===== config.mk =====
export PLATFORM = sky130hd
export DESIGN_NAME = uart_tx_scheduler_flat
export DESIGN_NICKNAME = d
export VERILOG_FILES = /design/src/rtl/uart_tx_scheduler_if.sv /design/src/rtl/uart_tx_scheduler.sv /design/src/flat_wrapper.sv
export SDC_FILE = /design/constraint.sdc
export NUM_CORES = 1
export LEC_CHECK = 0
export CAP_MARGIN = 30
export CORE_MARGIN = 3
export CORE_UTILIZATION = 25
export CTS_CLUSTER_DIAMETER = 50
export DETAILED_ROUTE_END_ITERATION = 7
export PLACE_DENSITY = 0.43
export SLEW_MARGIN = 20
export SYNTH_ARGS = -nofsm -noshare
export SYNTH_HDL_FRONTEND = slang
export SYNTH_SLANG_ARGS = --single-unit

===== constraint.sdc =====
create_clock -name clk -period 2.1 [get_ports clk]
set_input_delay 0.525 -clock clk [delete_from_list [all_inputs] [get_ports clk]]
set_output_delay 0.525 -clock clk [all_outputs]
set_load 0.02 [all_outputs]

===== src/rtl/uart_tx_scheduler_if.sv =====
// Scheduler-side bundle: receiver input, transmitter handshake and status outputs.
// master = scheduler, slave = the environment around it (receiver, transmitter, switch).
interface uart_tx_scheduler_if #(
    parameter int unsigned FIFO_DEPTH = 4
);
    localparam int unsigned CW = $clog2(FIFO_DEPTH) + 1;

    logic          sw;
    logic [7:0]    rx_word;
    logic          rx_valid;
    logic          tx_done;
    logic [7:0]    tx_word;
    logic          tx_req;
    logic          msg_active;
    logic          overflow;
    logic [CW-1:0] fifo_count;

    modport master (
        input  sw, rx_word, rx_valid, tx_done,
        output tx_word, tx_req, msg_active, overflow, fifo_count
    );

    modport slave (
        output sw, rx_word, rx_valid, tx_done,
        input  tx_word, tx_req, msg_active, overflow, fifo_count
    );
endinterface


===== src/rtl/uart_tx_scheduler.sv =====
// Shares one UART transmitter between a buffered receive-echo path and a
// repeating "Hello world!\n" generator; echo always wins when both are ready.
module uart_tx_scheduler #(
    parameter int unsigned FIFO_DEPTH = 4,
    parameter int unsigned GAP_CYCLES = 1000
) (
    input  logic                   clk,
    input  logic                   rst,
    uart_tx_scheduler_if.master    bus
);
    localparam int unsigned AW = $clog2(FIFO_DEPTH);
    localparam int unsigned CW = AW + 1;
    localparam int unsigned GW = (GAP_CYCLES > 0) ? $clog2(GAP_CYCLES + 1) : 1;
    localparam logic [3:0]  MSG_LAST = 4'd12;

    typedef enum logic [1:0] {
        S_IDLE,
        S_ECHO,
        S_MSG,
        S_MSG_NEXT
    } state_t;

    state_t        r_state;
    state_t        w_state_nxt;

    logic          r_rx_prev;
    logic [7:0]    r_mem [FIFO_DEPTH];
    logic [AW-1:0] r_rd_ptr;
    logic [AW-1:0] r_wr_ptr;
    logic [CW-1:0] r_count;
    logic          r_overflow;

    logic [7:0]    r_tx_word;
    logic          r_tx_req;
    logic          r_msg_active;
    logic [3:0]    r_idx;
    logic [GW-1:0] r_gap;

    logic          w_push;
    logic          w_full;
    logic          w_push_ok;
    logic          w_pop;
    logic          w_gap_load;
    logic [7:0]    w_tx_word_nxt;
    logic          w_tx_req_nxt;
    logic          w_msg_active_nxt;
    logic [3:0]    w_idx_nxt;

    function automatic logic [7:0] msg_rom(input logic [3:0] a);
        case (a)
            4'd0:    msg_rom = 8'h48;
            4'd1:    msg_rom = 8'h65;
            4'd2:    msg_rom = 8'h6C;
            4'd3:    msg_rom = 8'h6C;
            4'd4:    msg_rom = 8'h6F;
            4'd5:    msg_rom = 8'h20;
            4'd6:    msg_rom = 8'h77;
            4'd7:    msg_rom = 8'h6F;
            4'd8:    msg_rom = 8'h72;
            4'd9:    msg_rom = 8'h6C;
            4'd10:   msg_rom = 8'h64;
            4'd11:   msg_rom = 8'h21;
            4'd12:   msg_rom = 8'h0A;
            default: msg_rom = 8'h00;
        endcase
    endfunction

    // A byte is offered once per rising edge of the receiver's valid level.
    assign w_push    = bus.rx_valid & ~r_rx_prev;
    assign w_full    = (r_count == CW'(FIFO_DEPTH));
    assign w_push_ok = w_push & (~w_full | w_pop);

    always_ff @(posedge clk or negedge rst) begin
        if (!rst) begin
            r_state <= S_IDLE;
        end else begin
            r_state <= w_state_nxt;
        end
    end

    always_comb begin
        w_state_nxt = r_state;
        case (r_state)
            S_IDLE: begin
                if (r_count != '0)
                    w_state_nxt = S_ECHO;
                else if (bus.sw && (r_gap == '0))
                    w_state_nxt = S_MSG;
            end
            S_ECHO: begin
                if (bus.tx_done)
                    w_state_nxt = S_IDLE;
            end
            S_MSG: begin
                if (bus.tx_done)
                    w_state_nxt = (r_idx == MSG_LAST) ? S_IDLE : S_MSG_NEXT;
            end
            S_MSG_NEXT: w_state_nxt = S_MSG;
            default:    w_state_nxt = S_IDLE;
        endcase
    end

    always_comb begin
        w_tx_word_nxt    = r_tx_word;
        w_tx_req_nxt     = r_tx_req;
        w_msg_active_nxt = r_msg_active;
        w_idx_nxt        = r_idx;
        w_pop            = 1'b0;
        w_gap_load       = 1'b0;
        case (r_state)
            S_IDLE: begin
                if (r_count != '0) begin
                    w_pop         = 1'b1;
                    w_tx_word_nxt = r_mem[r_rd_ptr];
                    w_tx_req_nxt  = 1'b1;
                end else if (bus.sw && (r_gap == '0)) begin
                    w_tx_word_nxt    = msg_rom(4'd0);
                    w_tx_req_nxt     = 1'b1;
                    w_msg_active_nxt = 1'b1;
                    w_idx_nxt        = 4'd0;
                end
            end
            S_ECHO: begin
                if (bus.tx_done)
                    w_tx_req_nxt = 1'b0;
            end
            S_MSG: begin
                if (bus.tx_done) begin
                    w_tx_req_nxt = 1'b0;
                    if (r_idx == MSG_LAST) begin
                        w_msg_active_nxt = 1'b0;
                        w_gap_load       = 1'b1;
                    end else begin
                        w_idx_nxt = 4'(r_idx + 4'd1);
                    end
                end
            end
            S_MSG_NEXT: begin
                w_tx_word_nxt = msg_rom(r_idx);
                w_tx_req_nxt  = 1'b1;
            end
            default: ;
        endcase
    end

    // Transmit-side registers and the inter-message gap timer.
    always_ff @(posedge clk or negedge rst) begin
        if (!rst) begin
            r_tx_word    <= 8'h00;
            r_tx_req     <= 1'b0;
            r_msg_active <= 1'b0;
            r_idx        <= 4'd0;
            r_gap        <= '0;
        end else begin
            r_tx_word    <= w_tx_word_nxt;
            r_tx_req     <= w_tx_req_nxt;
            r_msg_active <= w_msg_active_nxt;
            r_idx        <= w_idx_nxt;
            if (w_gap_load)
                r_gap <= GW'(GAP_CYCLES);
            else if (r_gap != '0)
                r_gap <= r_gap - GW'(1);
        end
    end

    // Echo FIFO control; pointers wrap naturally since the depth is a power of two.
    always_ff @(posedge clk or negedge rst) begin
        if (!rst) begin
            r_rx_prev  <= 1'b0;
            r_rd_ptr   <= '0;
            r_wr_ptr   <= '0;
            r_count    <= '0;
            r_overflow <= 1'b0;
        end else begin
            r_rx_prev <= bus.rx_valid;
            if (w_push_ok)
                r_wr_ptr <= r_wr_ptr + AW'(1);
            if (w_pop)
                r_rd_ptr <= r_rd_ptr + AW'(1);
            case ({w_push_ok, w_pop})
                2'b10:   r_count <= r_count + CW'(1);
                2'b01:   r_count <= r_count - CW'(1);
                default: r_count <= r_count;
            endcase
            if (w_push && w_full && !w_pop)
                r_overflow <= 1'b1;
        end
    end

    always_ff @(posedge clk) begin
        if (w_push_ok)
            r_mem[r_wr_ptr] <= bus.rx_word;
    end

    assign bus.tx_word    = r_tx_word;
    assign bus.tx_req     = r_tx_req;
    assign bus.msg_active = r_msg_active;
    assign bus.overflow   = r_overflow;
    assign bus.fifo_count = r_count;
endmodule


===== src/flat_wrapper.sv =====
// flat-port wrapper written by rule: the top's interface ports become plain ports
module uart_tx_scheduler_flat 
#(
    parameter int unsigned FIFO_DEPTH = 4,
    parameter int unsigned GAP_CYCLES = 1000
)
  (clk, rst, bus_sw, bus_rx_word, bus_rx_valid, bus_tx_done, bus_tx_word, bus_tx_req, bus_msg_active, bus_overflow, bus_fifo_count);
  uart_tx_scheduler_if #(.FIFO_DEPTH(FIFO_DEPTH)) bus_i ();
  input  logic clk;
  input  logic rst;
  input wire logic [$bits(bus_i.sw)-1:0] bus_sw;
  input wire logic [$bits(bus_i.rx_word)-1:0] bus_rx_word;
  input wire logic [$bits(bus_i.rx_valid)-1:0] bus_rx_valid;
  input wire logic [$bits(bus_i.tx_done)-1:0] bus_tx_done;
  output wire logic [$bits(bus_i.tx_word)-1:0] bus_tx_word;
  output wire logic [$bits(bus_i.tx_req)-1:0] bus_tx_req;
  output wire logic [$bits(bus_i.msg_active)-1:0] bus_msg_active;
  output wire logic [$bits(bus_i.overflow)-1:0] bus_overflow;
  output wire logic [$bits(bus_i.fifo_count)-1:0] bus_fifo_count;
  assign bus_i.sw = bus_sw;
  assign bus_i.rx_word = bus_rx_word;
  assign bus_i.rx_valid = bus_rx_valid;
  assign bus_i.tx_done = bus_tx_done;
  assign bus_tx_word = bus_i.tx_word;
  assign bus_tx_req = bus_i.tx_req;
  assign bus_msg_active = bus_i.msg_active;
  assign bus_overflow = bus_i.overflow;
  assign bus_fifo_count = bus_i.fifo_count;
  uart_tx_scheduler #(.FIFO_DEPTH(FIFO_DEPTH), .GAP_CYCLES(GAP_CYCLES)) u_core (.clk(clk), .rst(rst), .bus(bus_i));
endmodule

* Word-level counts from Yosys, hierarchy flattened
Memories as Yosys holds them, arrays and structs flattened.
Index checks and enable logic that the tools add are counted.
** Operators by class
- $add $sub $neg :: 6
- Equal/unequal tests :: 15
- Mux-type cells :: 32
- Bitwise logic cells :: 5
- Reductions and logical operators :: 18
** Operator list (count)
- 10-bit two-way mux :: 2
- 4-bit two-way mux :: 4
- 8-bit two-way mux :: 2
- 8-bit case mux with 2 select lines :: 1
- 1-bit two-way mux :: 13
- 10-bit logical NOT :: 1
- 2-bit two-way mux :: 5
- 5-bit AND reduction :: 2
- 10-bit nonzero test :: 1
- 10-bit by 1-bit subtractor with 10-bit output, second input constant :: 1
- 2-bit != test, second input constant :: 4
- 2-bit case mux with 4 select lines :: 1
- 4-bit case mux with 2 select lines :: 1
- 2-bit nonzero test :: 4
- 2-bit == test, second input constant :: 3
- 2-bit by 1-bit != test with 1-bit output, second input constant :: 3
- 3-bit case mux with 2 select lines :: 1
- 2-bit by 1-bit adder with 2-bit output, second input constant :: 2
- 4-bit by 1-bit adder with 4-bit output, second input constant :: 1
- 2-bit by 1-bit == test with 1-bit output, second input constant :: 2
- 4-bit == test, second input constant :: 1
- 2-bit AND reduction :: 2
- 3-bit by 1-bit adder with 3-bit output, second input constant :: 1
- 3-bit == test, second input constant :: 1
- 13 further kinds :: 17
** Word-level totals
- Flip-flop bits (word level) :: 35
- Bits in writable memories :: 32
- ROM bits :: 112
- Input bits :: 13
- Output and inout bits :: 14
- Memories kept :: 2
** Memories
- (no name shown) :: words 16, bits a word 7, rd ports 1, clocked after memory_dff 0, wr ports 0, line uart_tx_scheduler.sv:50 : case (a)
- u_core.r_mem :: words 4, bits a word 8, rd ports 1, clocked after memory_dff 0, wr ports 1, line uart_tx_scheduler.sv:27 : logic [7:0] r_mem [FIFO_DEPTH];

* Logic depth before layout (Yosys ltp)
Gate-level depths: netlist of the first run.
- Depth in word-level cells :: 7
- Mapped depth :: 11
- Depth with buffers taken out :: 11

* Least setup slack after synthesis of the first run
OpenSTA, ideal clock, no wires.
- Path kind :: register -> register
- Start :: register u_core.r_state[0]
- End :: register u_core.r_count[2], in the netlist u_core.bus.fifo_count[2]
- Data arrival time :: 2.158 ns
- Setup slack :: -0.138 ns
- Cell stages (with the launch flop) :: 12
- Period minus slack after synthesis :: 2.238 ns
- Cells stage by stage :: dfrtp_1 inv_1 ha_1 nor4b_1 nor3b_1 inv_1 ha_1 inv_1 fa_1 xor2_1 nor2_1 xor2_1
** Between the ends
- Word-level cells in the longest chain between the ends :: 6
** RTL lines
- from (decl) :: line uart_tx_scheduler.sv:23 : state_t r_state;
- from (signal assigned) :: line uart_tx_scheduler.sv:77 : r_state <= w_state_nxt;
- 2-bit logical NOT (*) :: line uart_tx_scheduler.sv:110 : case (r_state)
- 1-bit two-way mux (*) :: line uart_tx_scheduler.sv:110
- 1-bit bitwise OR :: line uart_tx_scheduler.sv:71 : assign w_push_ok = w_push & (~w_full | w_pop);
- 1-bit bitwise AND :: line uart_tx_scheduler.sv:71
- 2-bit by 1-bit == test with 1-bit output or 2-bit == test (tied branches) :: line uart_tx_scheduler.sv:180 : case ({w_push_ok, w_pop})
- 3-bit case mux with 2 select lines or 2-bit nonzero test (tied branches)
- to (signal assigned) :: line uart_tx_scheduler.sv:181 : 2'b10: r_count <= r_count + CW'(1);
- to (signal assigned) :: line uart_tx_scheduler.sv:182 : 2'b01: r_count <= r_count - CW'(1);
- to (signal assigned) :: line uart_tx_scheduler.sv:183 : default: r_count <= r_count;
- to (decl) :: line uart_tx_scheduler.sv:30 : logic [CW-1:0] r_count;
Mark *: on every way between the ends. The rest lies on a longest branch, timed or not.
A chain may end at the register's enable or synchronous reset.

* Final worst setup path of the first run
- Start :: register u_core.r_state[1]
- End :: register u_core.r_count[2], in the netlist u_core.bus.fifo_count[2]
Same word-level chain as after synthesis.

==> reports/qor.txt, run 1 <==
FF/Latch Area -> 0.00184 mm^2
Fin crit share -> 97.8%
Hold bufs inserted after CTS -> 0
R2R depth -> 11
Max-cap violations -> 0
Die Y -> 122 um
Die area -> 0.0149 mm^2
Max Used Layer -> met4
Cell Count, Final, Fillers Out -> 496
Initial DRC Count -> 87
Synth Area per Inst -> 12.9 um^2
Status -> completed
Metal3 WL -> 269 um
Initial antenna violation count -> 0
Ys Warns -> 0
Final WL -> 7110 um
Most frequent cells in the layout -> 34 x dfrtp_1, 32 x edfxtp_1, 24 x clkdlybuf4s50_1
Unrepaired setup endpoints after global routing -> yes
Crit path from -> u_core.r_state[1]$_DFFE_PN0P_
Routed length on met2 -> 3540 um
Chip width -> 122 um
Initial Util -> 26.1%
Vias in the first global route -> 2308
IO Port Bufs -> 26
Distinct cells, synth -> 51
Worst-path clk slew -> 0.06 ns
# setup viols final -> 0
Static Leak -> 0.00174 uW
Placed Cells -> 477
Power after layout -> 6520 uW
CTS tree -> done
Worst Path Max Fanout -> 3
Post-DP HPWL -> 5040 um
Worst R2R Setup Slack -> 0.05 ns
Vias -> 2222
Pwr/cell area -> 1480 mW/mm^2
Fill count -> 1267
First drt pass iteration count -> 4
Met1 wire length -> 3140 um
Largest net degree at the start of global routing -> 36
Max Fclk -> 487 MHz
DRC violations left -> 0
Io pins -> 27
Post-Syn Nets -> 294
Final GP Congestion -> 0.758
CTS Buf Count -> 9
Hold Crit Class -> input pin to asynchronous set/reset pin
# clock sinks -> 67
Core area -> 0.0129 mm^2
FF+latch count, synth -> 67
First-pass GRT wire length -> 12000 um
Worst flop-to-flop path endpoint -> u_core.bus.fifo_count[2]$_DFFE_PN0P_
Register area share after synthesis -> 54.7%
Async SR Flop Fraction -> 52.2%
GRT Resource Usage Total -> 11.0%
H-tree lvl count -> 3
Max-slew headroom -> 66.4%
Post-synth EDFFs -> 32
Share of cells above drive strength 1 -> 24.7%
Syn Inst Count -> 260
Worst IR Drop VDD -> 0.655 mV
Antenna viol nets, final -> 0
Most common cell after layout, fill and taps aside -> dfrtp_1
Cell Area, Synth -> 0.00336 mm^2
Maximum buffer depth of the clock tree -> 2
Vias per Instance -> 4.48
Pre-CTS WS -> -0.135 ns
Crit Path Class -> flip-flop to flip-flop
WL per Instance -> 14.3 um
Critical path arrival -> 2.32 ns
Post-route minimum period -> 2.05 ns
Final layout net count -> 353
Placed Instance Area -> 0.00409 mm^2
Worst Clk Skew -> 0.00674 ns
Worst hold margin -> 0.244 ns
Final Worst Setup Slack -> 0.0455 ns
Worst-margin pin slew -> 0.503 ns
CTS Root Cell -> clkbuf_16
Area grow syn2layout -> 31.3%
Site Rows -> 41
Clk_lat worst skew -> 0.34 ns
CP endpoint -> u_core.bus.fifo_count[2]$_DFFE_PN0P_
Setup crit end kind -> flip-flop
Fin area -> 0.00441 mm^2
Area of the multi-input gates -> 0.00145 mm^2
N_diodes -> 0
Crit start category -> flip-flop
Reg2reg start -> u_core.r_state[1]$_DFFE_PN0P_
Top_reg_cell synth -> dfrtp_1
GRT Residual Overflow -> 0
Crit path required time -> 2.37 ns
Hold Fails Final Rpt -> 0
Final Max Tran Viols -> 0
==> per-layer routing <==
layer / global-route usage (%) / vias to the layer above
li1: - / 1074
met1: 13.0 / 1099
met2: 17.6 / 36
met3: 3.81 / 13
met4: 5.74 / 0
met5: 0 / -
==> metrics by stage <==
stage               TNS [ns]  util (%)
finish                     0      34.2
global route         -0.0724      34.2
CTS                        0      34.0
detailed placement    -0.369      31.8
global placement      -0.193      31.8
floorplan                  0         -
==> power breakdown <==
part | total [uW] | switching, uW | internal (uW)
clock | 1480 | 561 | 917
sequential | 2100 | 332 | 1770
combinational | 2940 | 1410 | 1530
total | 6520 | 2300 | 4220
==> sequential cells by signal (all words and copies together), names as in the netlist <==
name,count
u_core.bus.tx_req,1
u_core.bus.tx_word,8
u_core.r_rx_prev,1
u_core.bus.msg_active,1
u_core.r_wr_ptr,2
u_core.r_gap,10
u_core.bus.overflow,1
u_core.r_idx,4
u_core.bus.fifo_count,3
u_core.r_mem,32
u_core.r_rd_ptr,2
u_core.r_state,2
==> layout make-up <==
type,instances,share of cell area (%)
multi-input combinational,165,33.0
inverter,22,1.87
clock buffer,11,5.28
clock inverter,5,1.28
timing repair buffer,54,12.0
sequential,67,41.7
tap,172,4.88
==> how the worst min path moves through the flow <==
stage                                     from                              endpoint  cells after the start  slack [ns]
2_1_floorplan                              rst  u_core.bus.fifo_count[0]$_DFFE_PN0P_                      0        0.23
3_3_place_gp   u_core.bus.overflow$_DFFE_PN0P_       u_core.bus.overflow$_DFFE_PN0P_                      1        0.46
3_5_place_dp   u_core.bus.overflow$_DFFE_PN0P_       u_core.bus.overflow$_DFFE_PN0P_                      1        0.46
4_1_cts                                    rst     u_core.bus.tx_word[5]$_DFFE_PN0P_                      2        0.26
5_1_grt                                    rst     u_core.bus.tx_word[3]$_DFFE_PN0P_                      2        0.27
6_report                                   rst     u_core.bus.tx_word[3]$_DFFE_PN0P_                      2        0.24
==> critical path, stage by stage (launching register included) <==
cell and delay [ns]:
dfrtp_1 0.36, inv_2 0.06, ha_4 0.17, nor4b_4 0.31
nor3b_2 0.09, inv_1 0.06, ha_2 0.18, inv_2 0.04
fa_2 0.33, xor2_1 0.14, nor2_1 0.12, xor2_1 0.14
==> cells in the mapped netlist, types with 2 or more instances <==
library cell   n  area, um^2
mux4_2         9         203
o21ai_0       15        75.1
a21oi_1        2        10.0
and3_1         2        12.5
inv_1         22        82.6
and2_1         4        25.0
dfrtp_1       35         876
nor4b_1        2        17.5
nor4_1         2        12.5
nand4_1        2        12.5
or2_2          2        12.5
nand3_1        8        40.0
ha_1          20         250
mux2i_1        2        20.0
clkbuf_1       5        18.8
o31ai_1        6        45.0
edfxtp_1      32         961
mux2_2         8        90.1
a22o_1         4        35.0
xor2_1         6        52.6
a21o_1         3        22.5
nor2_1        15        56.3
nand2_1       10        37.5
nor3_1         6        30.0
nand2b_1       4        25.0
xnor2_1        5        43.8
nand3b_1       4        30.0
a31oi_1        2        12.5
==> cell families after synthesis <==
| family | Yosys count | share of synthesized area (%) |
|---|---|---|
| buf+inv | 28 | 3.17 |
| simple gates | 69 | 12.0 |
| flops | 67 | 54.7 |
| fa+ha+maj | 21 | 8.05 |
| xor+xnor | 11 | 2.87 |
| mux | 19 | 9.31 |
| compound gates | 45 | 9.87 |
==> what timing repair did <==
item | in CTS | in global routing
buffers inserted | 0 | 3
endpoints found under the setup margin | 2 | 2
resized for setup | 1 | 2
hold endpoints to repair | 0 | 0
pin swaps | 1 | 4
No activity file was read; power rests on OpenSTA's default activity.
==> inputs of run 2 (changes only) <==
--- a/config.mk
+++ b/config.mk
@@ -10,7 +10,6 @@
 export CORE_UTILIZATION = 25
 export CTS_CLUSTER_DIAMETER = 50
 export DETAILED_ROUTE_END_ITERATION = 7
-export PLACE_DENSITY = 0.43
 export SLEW_MARGIN = 20
 export SYNTH_ARGS = -nofsm -noshare
 export SYNTH_HDL_FRONTEND = slang
==> constraint.sdc (replaced) <==
create_clock -name clk -period 1.8 [get_ports clk]
set_input_delay 0.45 -clock clk [delete_from_list [all_inputs] [get_ports clk]]
set_output_delay 0.45 -clock clk [all_outputs]
set_load 0.02 [all_outputs]
==> run 2 against run 1 <==
Global-route usage is 0.45 points lower. Power is 29% higher. Utilization increased by 2.9 points. Cell area increased by 8.3%. Largest cell class unchanged. Non-clock buffer count is 26 higher. Combinational power up 44%. Sequential power is 17% higher. Wire length is 5.3% higher. The run now ends with negative setup slack left. Clock power up 18%. Sequential share of layout area is 3.2 points lower.
==> reports/qor.txt, run 2 (synthesis gave the netlist of run 1 again) <==
Status -> complete, but fails checks
Failing checks -> negative setup slack
Worst Clk Skew -> 0.00610 ns
CTS tree -> done
GRT Residual Overflow -> 0
Pwr/cell area -> 1770 mW/mm^2
IO Port Bufs -> 26
WL per Instance -> 14.3 um
Hold Crit Class -> input pin to asynchronous set/reset pin
Final core utilization -> 37.1%
Maximum buffer depth of the clock tree -> 2
Post-DP HPWL -> 5230 um
Worst IR Drop VDD -> 0.524 mV
Crit Path Class -> flip-flop to flip-flop
H-tree lvl count -> 3
Max reg flops -> 32
Worst-path clk slew -> 0.06 ns
Crit path required time -> 2.06 ns
Placed Cells -> 496
First drt pass iteration count -> 4
Vias -> 2350
Max-slew headroom -> 68.7%
Final layout net count -> 379
First-pass GRT wire length -> 12100 um
Setup crit end kind -> flip-flop
Static Leak -> 0.00190 uW
# clock sinks -> 67
Most frequent cells in the layout -> 44 x buf_4, 33 x dfrtp_1, 32 x edfxtp_1
Initial DRC Count -> 94
Kind of cell adding the most delay to the critical path -> adder cells
Unrepaired setup endpoints after global routing -> yes
Fin crit share -> 113%
Vias in the first global route -> 2424
CP max stage delay -> 0.37 ns
Final Worst Setup Slack -> -0.240 ns
GRT Resource Usage Total -> 10.5%
Die Y -> 122 um
N_diodes -> 0
WP buf/inv -> 3
Post-route minimum period -> 2.04 ns
Io pins -> 27
Initial antenna violation count -> 0
Site Rows -> 41
Core area -> 0.0129 mm^2
Antenna viol nets, final -> 0
Max-cap violations -> 0
Critical path arrival -> 2.30 ns
DRC violations left -> 0
Vias per Instance -> 4.50
Worst hold margin -> 0.157 ns
Crit path from -> u_core.r_state[1]$_DFFE_PN0P_
Initial Util -> 26.1%
CTS Buf Count -> 9
Area grow syn2layout -> 42.2%
Chip width -> 122 um
Die area -> 0.0149 mm^2
Most common cell after layout, fill and taps aside -> buf_4
Largest net degree at the start of global routing -> 36
Crit start category -> flip-flop
Worst-margin pin slew -> 0.469 ns
Final GP Congestion -> 0.831
Max Fclk -> 490 MHz
Hold Fails Final Rpt -> 0
Final WL -> 7490 um
Slowest library cell on the worst path -> dfrtp_1
Cell Count, Final, Fillers Out -> 522
Worst Path Max Fanout -> 3
Fill count -> 1220
Share of cells above drive strength 1 -> 36.3%
Crit-path cells -> inv_2 > ha_4 > nor4b_4 > nor3b_2 > inv_1 > ha_2 > inv_2 > fa_2 > xor2_1 > nor2_1 > xor2_1
Final Max Tran Viols -> 0
CTS Root Cell -> clkbuf_16
Top reg by flops -> u_core.r_mem
Clk_lat worst skew -> 0.33 ns
# setup viols final -> 14
Reg2reg start -> u_core.r_state[1]$_DFFE_PN0P_
Hold bufs inserted after CTS -> 0
## run 2: cell count changes in the layout (fill, tap and decap cells not counted), sizes merged
| cell | previous run | this run |
|---|---|---|
| inv | 22 | 23 |
| clkdlybuf4s50 | 24 | 21 |
| clkbuf | 11 | 9 |
| dlygate4sd2 | 0 | 3 |
| buf | 29 | 55 |
| clkinvlp | 1 | 2 |
## run 2: worst register-to-register path: stages, from the launching register on
cell and delay (ns):
dfrtp_1 0.37, inv_2 0.06, ha_4 0.17, nor4b_4 0.27, nor3b_2 0.09, inv_1 0.07
ha_2 0.18, inv_2 0.04, fa_2 0.32, xor2_1 0.15, nor2_1 0.11, xor2_1 0.15
## run 2: metrics by stage
step / setup WS [ns] / total power, uW / TNS (ns) / cell area [um^2]
CTS: -0.227 / 8100 / -1.62 / 4600
floorplan: -0.282 / 4670 / -0.976 / 3400
detailed placement: -0.391 / 6230 / -7.69 / 4240
global route: -0.374 / 9010 / -2.46 / 4780
finish: -0.240 / 8430 / -1.73 / 4780
global placement: -0.323 / 6120 / -5.41 / 4240
## run 2: cell type report
cell class / instances / area, um^2 / share of cell area [%]
tap: 172 / 215 / 4.51
clock buffer: 9 / 225 / 4.72
multi-input combinational: 165 / 1600 / 33.4
inverter: 22 / 82.6 / 1.73
timing repair buffer: 80 / 741 / 15.5
clock inverter: 7 / 76.3 / 1.60
sequential: 67 / 1840 / 38.5
## run 2: worst paths after layout
| path | endpoint | slack, ns | depth (start not counted) |
|---|---|---|---|
| hold reg to reg | u_core.bus.overflow$_DFFE_PN0P_ | 0.47 | 1 |
| min in group clk | u_core.bus.overflow$_DFFE_PN0P_ | 0.47 | 1 |
| max in group asynchronous | u_core.bus.fifo_count[0]$_DFFE_PN0P_ | 1.29 | 2 |
| hold / removal | u_core.bus.tx_word[1]$_DFFE_PN0P_ | 0.16 | 2 |
| setup reg to reg | u_core.bus.fifo_count[2]$_DFFE_PN0P_ | -0.24 | 11 |
| setup / recovery | u_core.bus.fifo_count[2]$_DFFE_PN0P_ | -0.24 | 11 |
## run 2: repair_timing
item	in CTS	in global routing
gates cloned	0	0
setup buffers	7	8
gates resized for setup	14	31
pin swaps	6	6
endpoints found under the setup margin	18	56
## run 2: per-layer routing
| layer | track usage (%) | vias to the layer above | wire length (um) |
|---|---|---|---|
| met5 | 0 | - | 0 |
| met4 | 3.99 | 0 | 132 |
| met3 | 3.25 | 12 | 267 |
| met2 | 18.0 | 36 | 3810 |
| met1 | 12.4 | 1173 | 3280 |
| li1 | - | 1129 | - |
## run 2: power by group
group	internal [uW]	switching (uW)	leakage (uW)	total [uW]
clock network	1080	665	0.000142	1740
registers	2070	396	0.000709	2460
logic	2270	1960	0.00105	4230
total	5410	3020	0.00190	8430
